**src/rtl/fg_ctrl_pkg.sv**
```systemverilog
// Shared types and constants for the function-generator front-end controller.
// Holds the state encoding, command codes and saturating gear helpers.
package fg_ctrl_pkg;

    localparam int WAVE_W = 2;
    localparam int GEAR_W = 2;

    localparam logic [GEAR_W-1:0] GEAR_MAX = 2'd3;
    localparam logic [GEAR_W-1:0] GEAR_MIN = 2'd0;

    typedef enum logic [1:0] {
        ST_IDLE   = 2'd0,
        ST_RESYNC = 2'd1,
        ST_RUN    = 2'd2,
        ST_SWEEP  = 2'd3
    } fg_state_e;

    typedef enum logic [2:0] {
        CMD_NONE    = 3'd0,
        CMD_STOP    = 3'd1,
        CMD_START   = 3'd2,
        CMD_SWEEP   = 3'd3,
        CMD_WAVE    = 3'd4,
        CMD_GEAR_UP = 3'd5,
        CMD_GEAR_DN = 3'd6
    } fg_cmd_e;

    function automatic logic [GEAR_W-1:0] gear_inc(input logic [GEAR_W-1:0] g);
        if (g == GEAR_MAX) begin
            return g;
        end else begin
            return g + 2'd1;
        end
    endfunction

    function automatic logic [GEAR_W-1:0] gear_dec(input logic [GEAR_W-1:0] g);
        if (g == GEAR_MIN) begin
            return g;
        end else begin
            return g - 2'd1;
        end
    endfunction

endpackage

```
**src/rtl/fg_cycle_timer.sv**
```systemverilog
// Cycle counter shared by the restart and sweep phases; clear dominates enable
// and the count parks at the terminal value instead of wrapping.
module fg_cycle_timer #(
    parameter int CNT_W = 26
) (
    input  logic             clk,
    input  logic             rst,
    input  logic             clr,
    input  logic             en,
    input  logic [CNT_W-1:0] term_val,
    output logic             at_term
);

    logic [CNT_W-1:0] count_r;

    // Counter register with synchronous reset and clear.
    always_ff @(posedge clk) begin
        if (rst) begin
            count_r <= {CNT_W{1'b0}};
        end else if (clr) begin
            count_r <= {CNT_W{1'b0}};
        end else if (en && !at_term) begin
            count_r <= count_r + {{(CNT_W-1){1'b0}}, 1'b1};
        end else begin
            count_r <= count_r;
        end
    end

    assign at_term = (count_r == term_val);

endmodule

```
**src/rtl/fg_sweep_controller.sv**
```systemverilog
// Function-generator front end: command decode, clean restart on waveform change
// and automatic gear sweep. Build option SWEEP_LOOP_EN makes the sweep repeat until stopped.
module fg_sweep_controller
    import fg_ctrl_pkg::*;
#(
    parameter int DWELL_CYCLES  = 50_000_000,
    parameter int RESYNC_CYCLES = 400,
    parameter int CNT_W         = 26
) (
    input  logic              clk_50MHz,
    input  logic              rst,
    input  logic              start,
    input  logic              stop,
    input  logic              wave_next,
    input  logic              gear_up,
    input  logic              gear_down,
    input  logic              sweep_start,
    output logic [WAVE_W-1:0] wave_select,
    output logic [GEAR_W-1:0] gears,
    output logic              gen_rstn,
    output logic [1:0]        state,
    output logic              sweep_done
);

    localparam logic [CNT_W-1:0] DWELL_TERM  = CNT_W'(DWELL_CYCLES - 32'sd1);
    localparam logic [CNT_W-1:0] RESYNC_TERM = CNT_W'(RESYNC_CYCLES - 32'sd1);

    fg_state_e         state_r;
    fg_state_e         state_nxt_s;
    logic [WAVE_W-1:0] wave_r;
    logic [WAVE_W-1:0] wave_nxt_s;
    logic [GEAR_W-1:0] gears_r;
    logic [GEAR_W-1:0] gears_nxt_s;
    logic [GEAR_W-1:0] gear_saved_r;
    logic [GEAR_W-1:0] gear_saved_nxt_s;
    logic              gen_rstn_r;
    logic              sweep_done_r;
    logic              done_nxt_s;
    fg_cmd_e           cmd_s;
    logic              tmr_clr_s;
    logic              tmr_en_s;
    logic              tmr_at_term_s;
    logic [CNT_W-1:0]  tmr_term_s;

    fg_cycle_timer #(
        .CNT_W (CNT_W)
    ) u_timer (
        .clk      (clk_50MHz),
        .rst      (rst),
        .clr      (tmr_clr_s),
        .en       (tmr_en_s),
        .term_val (tmr_term_s),
        .at_term  (tmr_at_term_s)
    );

    // Pick the single highest-priority command that is meaningful in the current state.
    always_comb begin
        cmd_s = CMD_NONE;
        if (stop) begin
            cmd_s = CMD_STOP;
        end else if (start && (state_r == ST_IDLE)) begin
            cmd_s = CMD_START;
        end else if (sweep_start && (state_r == ST_RUN)) begin
            cmd_s = CMD_SWEEP;
        end else if (wave_next && (state_r != ST_SWEEP)) begin
            cmd_s = CMD_WAVE;
        end else if (gear_up && (state_r != ST_SWEEP)) begin
            cmd_s = CMD_GEAR_UP;
        end else if (gear_down && (state_r != ST_SWEEP)) begin
            cmd_s = CMD_GEAR_DN;
        end else begin
            cmd_s = CMD_NONE;
        end
    end

    // Next-state and next-output logic; timer events are suppressed by stop or a restart.
    always_comb begin
        state_nxt_s      = state_r;
        wave_nxt_s       = wave_r;
        gears_nxt_s      = gears_r;
        gear_saved_nxt_s = gear_saved_r;
        done_nxt_s       = 1'b0;
        tmr_clr_s        = 1'b0;
        tmr_en_s         = (state_r == ST_RESYNC) || (state_r == ST_SWEEP);
        tmr_term_s       = (state_r == ST_SWEEP) ? DWELL_TERM : RESYNC_TERM;

        case (cmd_s)
            CMD_STOP: begin
                state_nxt_s = ST_IDLE;
                tmr_clr_s   = 1'b1;
                if (state_r == ST_SWEEP) begin
                    gears_nxt_s = gear_saved_r;
                end else begin
                    gears_nxt_s = gears_r;
                end
            end
            CMD_START: begin
                state_nxt_s = ST_RESYNC;
                tmr_clr_s   = 1'b1;
            end
            CMD_SWEEP: begin
                gear_saved_nxt_s = gears_r;
                gears_nxt_s      = GEAR_MIN;
                state_nxt_s      = ST_SWEEP;
                tmr_clr_s        = 1'b1;
            end
            CMD_WAVE: begin
                wave_nxt_s = wave_r + 2'd1;
                if (state_r == ST_IDLE) begin
                    state_nxt_s = ST_IDLE;
                end else begin
                    state_nxt_s = ST_RESYNC;
                    tmr_clr_s   = 1'b1;
                end
            end
            CMD_GEAR_UP: gears_nxt_s = gear_inc(gears_r);
            CMD_GEAR_DN: gears_nxt_s = gear_dec(gears_r);
            CMD_NONE:    gears_nxt_s = gears_r;
            default:     gears_nxt_s = gears_r;
        endcase

        if ((cmd_s != CMD_STOP) && (cmd_s != CMD_WAVE) && tmr_en_s && tmr_at_term_s) begin
            tmr_clr_s = 1'b1;
            if (state_r == ST_RESYNC) begin
                state_nxt_s = ST_RUN;
            end else if (gears_r != GEAR_MAX) begin
                gears_nxt_s = gear_inc(gears_r);
            end else begin
                done_nxt_s = 1'b1;
`ifdef SWEEP_LOOP_EN
                gears_nxt_s = GEAR_MIN;
`else
                gears_nxt_s = gear_saved_r;
                state_nxt_s = ST_RUN;
`endif
            end
        end else begin
            done_nxt_s = 1'b0;
        end
    end

    // State and output registers with synchronous reset.
    always_ff @(posedge clk_50MHz) begin
        if (rst) begin
            state_r      <= ST_IDLE;
            wave_r       <= {WAVE_W{1'b0}};
            gears_r      <= {GEAR_W{1'b0}};
            gear_saved_r <= {GEAR_W{1'b0}};
            gen_rstn_r   <= 1'b0;
            sweep_done_r <= 1'b0;
        end else begin
            state_r      <= state_nxt_s;
            wave_r       <= wave_nxt_s;
            gears_r      <= gears_nxt_s;
            gear_saved_r <= gear_saved_nxt_s;
            gen_rstn_r   <= (state_nxt_s == ST_RUN) || (state_nxt_s == ST_SWEEP);
            sweep_done_r <= done_nxt_s;
        end
    end

    assign wave_select = wave_r;
    assign gears       = gears_r;
    assign gen_rstn    = gen_rstn_r;
    assign state       = state_r;
    assign sweep_done  = sweep_done_r;

endmodule

```
**config.mk**
```make
export PLATFORM = sky130hd
export DESIGN_NAME = fg_sweep_controller
export DESIGN_NICKNAME = d
export VERILOG_FILES = /design/src/rtl/fg_ctrl_pkg.sv /design/src/rtl/fg_cycle_timer.sv /design/src/rtl/fg_sweep_controller.sv
export SDC_FILE = /design/constraint.sdc
export NUM_CORES = 1
export LEC_CHECK = 0
export ABC_CLOCK_PERIOD_IN_PS = 1750
export CORE_MARGIN = 2
export CORE_UTILIZATION = 54
export CTS_BUF_LIST = sky130_fd_sc_hd__clkbuf_2 sky130_fd_sc_hd__clkbuf_4 sky130_fd_sc_hd__clkbuf_8
export CTS_CLUSTER_DIAMETER = 80
export DETAILED_ROUTE_END_ITERATION = 8
export PLACE_DENSITY_LB_ADDON = 0.1
export SLEW_MARGIN = 10
export SYNTH_ARGS = -nofsm -noshare
export SYNTH_HDL_FRONTEND = slang
export SYNTH_SLANG_ARGS = --single-unit
```
**constraint.sdc**
```tcl
create_clock -name clk_50MHz -period 1.75 [get_ports clk_50MHz]
set_input_delay 0.175 -clock clk_50MHz [delete_from_list [all_inputs] [get_ports clk_50MHz]]
set_output_delay 0.175 -clock clk_50MHz [all_outputs]
set_load 0.01 [all_outputs]
```
# Word-level counts from Yosys, hierarchy flattened
# Index checks and enable logic that the tools add are counted.
[classes]
mux = 23
n_eq_ne = 17
n_addsub = 4
reduce_logical = 17
bitwise = 1
[ops]
columns = ["cell", "count"]
rows = [
  ["$add 26x1->26 const B", 1],
  ["$eq 26x26->1", 1],
  ["$mux 26", 1],
  ["$mux 2", 9],
  ["$mux 3", 6],
  ["$pmux 2 s4", 2],
  ["$eq 2x2->1 const B", 5],
  ["$eq 3x3->1 const B", 3],
  ["$logic_and 1x1->1", 9],
  ["$eq 3x2->1 const B", 2],
  ["$reduce_or 3->1", 2],
  ["$add 2x1->2 const B", 2],
  ["$logic_not 2->1", 2],
  ["$mux 1", 4],
  ["$ne 2x2->1 const B", 2],
  ["$eq 3x1->1 const B", 1],
  ["$ne 3x1->1 const B", 1],
  ["$ne 3x3->1 const B", 1],
  ["$eq 2x1->1 const B", 1],
  ["$logic_or 1x1->1", 2],
  ["$pmux 1 s2", 1],
  ["$reduce_or 2->1", 1],
  ["$sub 2x1->2 const B", 1],
  ["$logic_not 1->1", 1],
  ["$not 1->1", 1],
]
[word_totals]
in_bits = 8
register_bits = 36

# Depth between registers and ports, before layout
# Gate-level depths: netlist of run 1.
[logic_depth]
ltp_word = 15
ltp_mapped = 9
mapped_depth_nobuf = 7

# Cells and area by module
# Synthesis of run 1 repeated with hierarchy kept, for this count alone.
[hier_totals]
hier_cells = 303
area_unflattened_um2 = 2446.1
[by_module_without_submodules]
columns = ["module", "cells_per_inst", "area_per_inst_um2", "n_inst"]
rows = [
  ["fg_cycle_timer", 202, 1665.3, 1],
  ["fg_sweep_controller", 101, 780.7, 1],
]

# Worst setup path after synthesis of run 1
# Ideal clock, no wire load.
[synth_timing]
path_kind = "register -> register"
from = "register u_timer.count_r[0]"
to = "register u_timer.count_r[22]"
path_stages_with_launch = 8
setup_slack_ns = -0.106
setup_time_ns = 0.070
n_path_buf = 1
t_arrival_ns = 1.786
required_ns = 1.680
path_cell_list = "dfxtp_1 -> ha_1 -> and3_1 -> and3_1 -> clkbuf_1 -> a21o_2 -> or4_1 -> a21oi_1"
[synth_via]
elab_chain_len = 4
word_cells_on_any_way = 7
cone_classes = "add/sub (1); eq/ne (1); mux (1); reduce/logical (4)"
[synth_rtl]
columns = ["item", "line_no", "rtl"]
rows = [
  ["from (decl)", "fg_cycle_timer.sv:14", "logic [CNT_W-1:0] count_r;"],
  ["from (signal assigned)", "fg_cycle_timer.sv:19", "count_r <= {CNT_W{1'b0}};"],
  ["from (signal assigned)", "fg_cycle_timer.sv:21", "count_r <= {CNT_W{1'b0}};"],
  ["from (signal assigned)", "fg_cycle_timer.sv:23", "count_r <= count_r + {{(CNT_W-1){1'b0}}, 1'b1};"],
  ["parallel branches: the longest is 4 deep, another holds $add 26x1->26", "--", ""],
]
# Parallel ways; which one is timed is not known.
# A chain may end at the register's enable or synchronous reset.

# Worst setup path after layout of run 1
[layout_timing]
from = "register u_timer.count_r[17]"
to = "register u_timer.count_r[2]"
[layout_via]
elab_chain_len = 4
word_cells_on_any_way = 6
cone_classes = "eq/ne (1); mux (1); reduce/logical (4)"
[layout_rtl]
columns = ["item", "line_no", "rtl"]
rows = [
  ["$eq 26x26->1 (*)", "fg_cycle_timer.sv:29", "assign at_term = (count_r == term_val);"],
  ["$logic_and 1x1->1", "fg_sweep_controller.sv:122", "if ((cmd_s != CMD_STOP) && (cmd_s != CMD_WAVE) && tmr_en_s && tmr_at_term_s) begin"],
  ["$mux 1", "fg_sweep_controller.sv:122", ""],
  ["$reduce_or 2->1 (no source line)", "--", ""],
]
# Mark *: on every way between the ends. The rest lies on a longest branch, timed or not.

==> results.txt, run 1 <==
Die Span X: 65.3 um
Static Leak: 0.984 nW
Die Ht: 65.3 um
Synth Instances: 243
Type of element launching the critical path: register
GPL Wtd Cong: 0.856
Failing checks: setup timing
Tot Pwr: 1.77 mW
Final Max Tran Viols: 0
Vias/cell: 5.69
DR pass1 iterations: 4
Area contributors post-synth: dfxtp_1 36%, nor2_1 6.8%, xnor2_1 4.8%, a21oi_1 3.5%, xor2_1 3.5%
Cell taking the most area after synthesis: dfxtp_1
Port Buffers: 15
Final worst-path cycle share: 107%
Max_slew headroom: 75.3%
Critical path fanouts, max: 13
Critical path class: register to register
Final-report hold violation count: 0
Min Tclk post-route: 1.87 ns
Crit path capture type: register
Residual DRC count: 0
Post-synthesis sequential element count: 36
CTS tree: done
Worst min path class: register to register
Num CTS Buffers: 5
Async set or reset register ratio after synthesis: 0%
Clock root buffer: clkbuf_8
Final net count: 314
Initial core utilization: 55.8%
CP required: 1.91 ns
DIE AREA: 4260 um^2
Clk sinks: 36
Status: finished, violations left
Post-synth net total: 252
Clock Latency Late Sink: 0.29 ns
Wire per inst: 14.7 um
Io pins: 16
Fmax: 0.535 GHz
Overall routing resource usage: 25.3%
Worst VDD drop: 0.659 mV
Unrepaired setup endpoints after global routing: true
Register area share after synthesis: 35.5%
Least-Margin Pin Slew: 0.371 ns
Max Cap Violations: 0
P&R area growth vs syn: 36.6%
Pin count of the biggest net entering global routing: 27
Syn_area_per_cell: 8.35 um^2
Cell area after synthesis: 2030 um^2
Via count: 2,016
Initial antenna violation count: 0
Final worst setup slack: -0.119 ns
Detailed Route WL: 5200 um
First-pass GRT wire length: 8530 um
Routed Antenna Nets: 0
Setup violations, final: 32
Gr ovfl total: 0
Ys Warns: 0
Max clock buf depth: 2
DP Wirelength: 3630 um
CORE AREA: 3630 um^2
Power Density: 638 nW/um^2
WHS: 0.489 ns
Synth top area share: 35.5%
Ant. Diodes: 0
Synth cell types: 51
Std-Cell Rows: 22
Critical path arrival: 2.03 ns
Placed cell area: 2560 um^2
H-Tree Depth: 2
Reg clk slew, reported paths: 0.08 ns
Dominant synthesized flop cell: dfxtp_1
Vias in the first global route: 1,865
Initial DRC count: 104
Post-synth EDFFs: 0
Worst Skew: 0.00426 ns
Final Core Density: 76.3%
Design Area, Final: 2770 um^2
Layout cells sized above 1: 31.4%
==> cell families after synthesis <==
| group | synth area share [%] |
|---|---|
| XOR/XNOR | 8.20 |
| adder cells (fa/ha/maj) | 0.617 |
| buffers and inverters | 5.61 |
| AND/OR/NAND/NOR | 31.1 |
| multiplexers | 2.04 |
| flip-flops | 35.5 |
| AO/OA/AOI/OAI | 16.9 |
==> power breakdown <==
group | internal, mW | leakage (nW) | total, mW | switching, mW
combinational | 0.101 | 0.636 | 0.192 | 0.0910
clock | 0.422 | 0.0541 | 0.738 | 0.317
sequential | 0.828 | 0.295 | 0.839 | 0.0110
==> cells in the final DEF (no fill, tap or decap), types with 3 or more instances in the layout <==
cell             netlist  routed
buf_4                  0      49
xnor2_1               11      11
nor3_1                 4       4
or4_1                  4       4
inv_1                  5       5
dfxtp_1               36      28
and3_4                 0       4
mux2i_1                3       3
xor2_1                 8       8
nand4_1                5       5
clkbuf_8               0       5
a21oi_2                0       4
o31ai_1                4       4
nor4_1                 6       6
nor2_1                37      37
clkdlybuf4s50_1        0      15
nand3_1                7       7
a21oi_1               14      10
dfxtp_2                0       8
o21ai_0               10       8
nor4b_1                3       3
nand2b_1               4       4
or3_1                  3       3
and3_1                 6       3
nand2_1               18      17
a211oi_1               4       4
==> final timing paths <==
check,from,depth (start not counted),slack (ns),to
max,u_timer.count_r[17]$_SDFFE_PP0P_,7,-0.12,u_timer.count_r[2]$_SDFFE_PP0P_
min,u_timer.count_r[14]$_SDFFE_PP0P_,2,0.49,u_timer.count_r[14]$_SDFFE_PP0P_
max reg2reg,u_timer.count_r[17]$_SDFFE_PP0P_,7,-0.12,u_timer.count_r[2]$_SDFFE_PP0P_
min reg2reg,u_timer.count_r[14]$_SDFFE_PP0P_,2,0.49,u_timer.count_r[14]$_SDFFE_PP0P_
==> worst max-delay path: stages (launching register included) <==
cell      delay, ns
dfxtp_2        0.35
nor4b_1        0.34
nand4_1        0.25
o32ai_4        0.23
and3_4         0.25
or2_4          0.14
buf_12         0.15
a311oi_1       0.05
==> layer usage <==
| layer | routed length [um] | track usage (%) | up-vias |
|---|---|---|---|
| met1 | 2480 | 36.2 | 957 |
| met4 | 50 | 6.25 | 0 |
| met3 | 247 | 5.14 | 6 |
| li1 | - | - | 1010 |
| met2 | 2420 | 38.9 | 43 |
| met5 | 0 | 0 | - |
==> cell type report <==
| type | instances | area (um^2) |
|---|---|---|
| repair buffers | 67 | 574 |
| clock inverters | 3 | 42.5 |
| multi-input cells | 190 | 1280 |
| well taps | 48 | 60.1 |
| flip-flops and latches | 36 | 731 |
| inverters | 5 | 18.8 |
| fillers | 266 | 862 |
| clock buffers | 5 | 68.8 |
==> metrics by stage <==
step	TNS (ns)	std cells	setup slack (ns)
after floorplan	-1.14	243	-0.0598
after global placement	-3.74	344	-0.228
after detailed placement	-5.08	344	-0.295
after CTS	-1.64	352	-0.0803
after global routing	-6.62	354	-0.233
final	-3.08	354	-0.119
==> cell usage after synthesis, drive strengths merged, types with 5 or more instances <==
cell type	number
nand4	6
buf	6
xnor2	11
xor2	8
clkbuf	6
and3	9
a21oi	14
nor4	6
o21ai	10
nor2	38
nand2	18
inv	5
dfxtp	36
nand3	7
==> flip-flops by register name, indices dropped and copies added (netlist names) <==
name	flops
u_timer.count_r	26
gears	2
sweep_done	1
gen_rstn	1
state	2
gear_saved_r	2
wave_select	2
==> what timing repair did <==
action,CTS,global route
cloned,0,1
setup buffers,0,1
setup endpoints to repair,32,36
hold buffers,0,0
resized for setup,3,18
pin swaps,2,6
Power figures use the tool's default switching activity.
==> inputs of run 2 (changes only) <==
--- a/config.mk
+++ b/config.mk
@@ -12,7 +12,7 @@
 export CTS_CLUSTER_DIAMETER = 80
 export DETAILED_ROUTE_END_ITERATION = 8
 export PLACE_DENSITY_LB_ADDON = 0.1
-export SLEW_MARGIN = 10
+export SLEW_MARGIN = 20
 export SYNTH_ARGS = -nofsm -noshare
 export SYNTH_HDL_FRONTEND = slang
 export SYNTH_SLANG_ARGS = --single-unit
==> results of run 2 <==
The final DEF is identical to that of run 1; final timing and power are the same.
==> inputs of run 3 (changes only) <==
--- a/config.mk
+++ b/config.mk
@@ -11,7 +11,9 @@
 export CTS_BUF_LIST = sky130_fd_sc_hd__clkbuf_2 sky130_fd_sc_hd__clkbuf_4 sky130_fd_sc_hd__clkbuf_8
 export CTS_CLUSTER_DIAMETER = 80
 export DETAILED_ROUTE_END_ITERATION = 8
+export GPL_ROUTABILITY_DRIVEN = 0
 export PLACE_DENSITY_LB_ADDON = 0.1
+export REMOVE_ABC_BUFFERS = 1
 export SLEW_MARGIN = 20
 export SYNTH_ARGS = -nofsm -noshare
 export SYNTH_HDL_FRONTEND = slang
==> run 3 against run 2 <==
Net effect:
- critical path type unchanged
- final cell count is 5.4% higher
- core utilization up 9.8 points
- sequential share of layout area decreased by 2.5 points
- highest routed layer unchanged
- via count increased by 15%
- non-clock buffer count increased by 18
- hold slack gained 0.027 ns
- sequential power down 0.6%
- combinational power grew 18%
- the flow still finishes with violations (setup timing)
- largest power group unchanged
==> results.txt, run 3 (synthesis results as in run 1) <==
H-Tree Depth: 2
Static Leak: 1.15 nW
Crit path launch: u_timer.count_r[15]$_SDFFE_PP0P_
Internal power: 1.29 mW
Critical path arrival: 2.24 ns
P&R area growth vs syn: 54.2%
Combinational power share: 13.1%
Register bank with the most flops: u_timer.count_r
CORE AREA: 3630 um^2
Family with the most delay on the worst path: simple AND/OR/NAND/NOR gates
FF-to-FF Start: u_timer.count_r[15]$_SDFFE_PP0P_
Tot Pwr: 1.72 mW
Max Cap Violations: 0
Commonest non-fill, non-tap cell in the layout: buf_4
Setup violations, final: 34
Port Buffers: 15
Overall routing resource usage: 29.7%
CTS tree: done
WHS: 0.517 ns
Seq pwr share: 48.5%
Crit path capture type: register
Power Density: 549 nW/um^2
First-pass GRT wire length: 9820 um
Ant. Diodes: 0
DR pass1 iterations: 5
Layout cells sized above 1: 43.1%
Detailed Route WL: 7560 um
Type of element launching the critical path: register
Residual DRC count: 0
Status: finished, violations left
Post-route setup TNS: -8.33 ns
Pin count of the biggest net entering global routing: 14
Final-report hold violation count: 0
Initial core utilization: 55.8%
Via count: 2,324
DP Wirelength: 3650 um
Std-Cell Rows: 22
Max reg flops: 26
Max clock buf depth: 2
Unrepaired setup endpoints after global routing: true
Final Max Tran Viols: 0
Vias/cell: 6.23
Worst VDD drop: 0.469 mV
DIE AREA: 4260 um^2
Initial antenna violation count: 0
Slowest-stage cell, CP: dfxtp_2
Die Ht: 65.3 um
Initial DRC count: 289
Min-delay src: gear_saved_r[0]$_SDFFE_PP0P_
Least-Margin Pin Slew: 0.480 ns
Fmax: 0.487 GHz
Worst path max stage delay: 0.39 ns
Clk pwr share: 38.3%
Critical path fanouts, max: 4
Final net count: 333
Commonest cells after routing, fill and taps aside: 62 x buf_4, 32 x nor2_1, 25 x dfxtp_1, 15 x nand2_1, 14 x clkdlybuf4s50_1
Worst path bufs/invs: 2
Wire per inst: 20.3 um
Worst min path class: register to register
Failing checks: setup timing
Num CTS Buffers: 5
CP required: 1.93 ns
Reg clk slew, reported paths: 0.07 ns
Die Span X: 65.3 um
Max_slew headroom: 67.6%
Psw: 0.431 mW
Critical path class: register to register
Clock root buffer: clkbuf_8
Final worst setup slack: -0.303 ns
Gr ovfl total: 0
Final worst-path cycle share: 117%
Min Tclk post-route: 2.05 ns
Io pins: 16
Routed Antenna Nets: 0
Clk sinks: 36
CTS Hold Buffers Added: 0
Critical-path cell list: nand4_1 > or2_4 > o32ai_4 > buf_6 > buf_4 > a211oi_1 > xnor2_1 > nor2_1
Vias in the first global route: 2,114
Clock Latency Late Sink: 0.29 ns
Worst Skew: 0.00503 ns
Switching Fraction: 25.1%
## run 3: worst paths after layout
path / to / slack (ns) / cells past startpoint
max: u_timer.count_r[7]$_SDFFE_PP0P_ / -0.30 / 8
min: gears[0]$_SDFF_PP0_ / 0.52 / 2
max reg2reg: u_timer.count_r[7]$_SDFFE_PP0P_ / -0.30 / 8
min reg2reg: gears[0]$_SDFF_PP0_ / 0.52 / 2
## run 3: timing repair
item                                    in CTS  in global routing
setup buffers                                8                  8
resized for setup                           42                 41
cloned                                       2                  1
endpoints found under the setup margin      33                 35
pin swaps                                   15                 20
## run 3: power by group through the flow
stage / combinational [mW] / sequential (mW) / clock, mW
after floorplan: 0.0650 / 0.863 / 0
after global placement: 0.167 / 0.858 / 0
after detailed placement: 0.168 / 0.858 / 0
after CTS: 0.188 / 0.836 / 0.660
after global routing: 0.235 / 0.835 / 0.705
final: 0.226 / 0.834 / 0.659
## run 3: worst reg2reg max path, delay by kind of cell (launching register included)
kind	cells	cell delay, ns
AO/OA/AOI/OAI	2	0.43
XOR/XNOR	1	0.27
buffers and inverters	2	0.30
flip-flops	1	0.39
AND/OR/NAND/NOR	3	0.56
## run 3: metrics by stage
| stage | instances | area, um^2 | setup slack [ns] | util (%) |
|---|---|---|---|---|
| 6_report | 373 | 3130 | -0.303 | 86.1 |
| 5_1_grt | 373 | 3130 | -0.343 | 86.1 |
| 4_1_cts | 365 | 2880 | -0.0473 | 79.3 |
| 3_5_place_dp | 347 | 2550 | -0.346 | 70.3 |
| 3_3_place_gp | 347 | 2550 | -0.224 | 70.3 |
| 2_1_floorplan | 231 | 1930 | -0.483 | - |
## run 3: metal layers
layer	vias to the layer above	wire [um]	global-route usage (%)
li1	1045	-	-
met1	1101	3160	39.3
met2	138	3560	48.0
met3	40	533	6.51
met4	0	304	9.64
met5	-	0	0
## run 3: area by class of cell
class	count	area (um^2)
clock buffer	8	97.6
fill	206	505
multi-input combinational	191	1450
tap	48	60.1
sequential	36	747
inverter	5	18.8
timing repair buffer	85	751
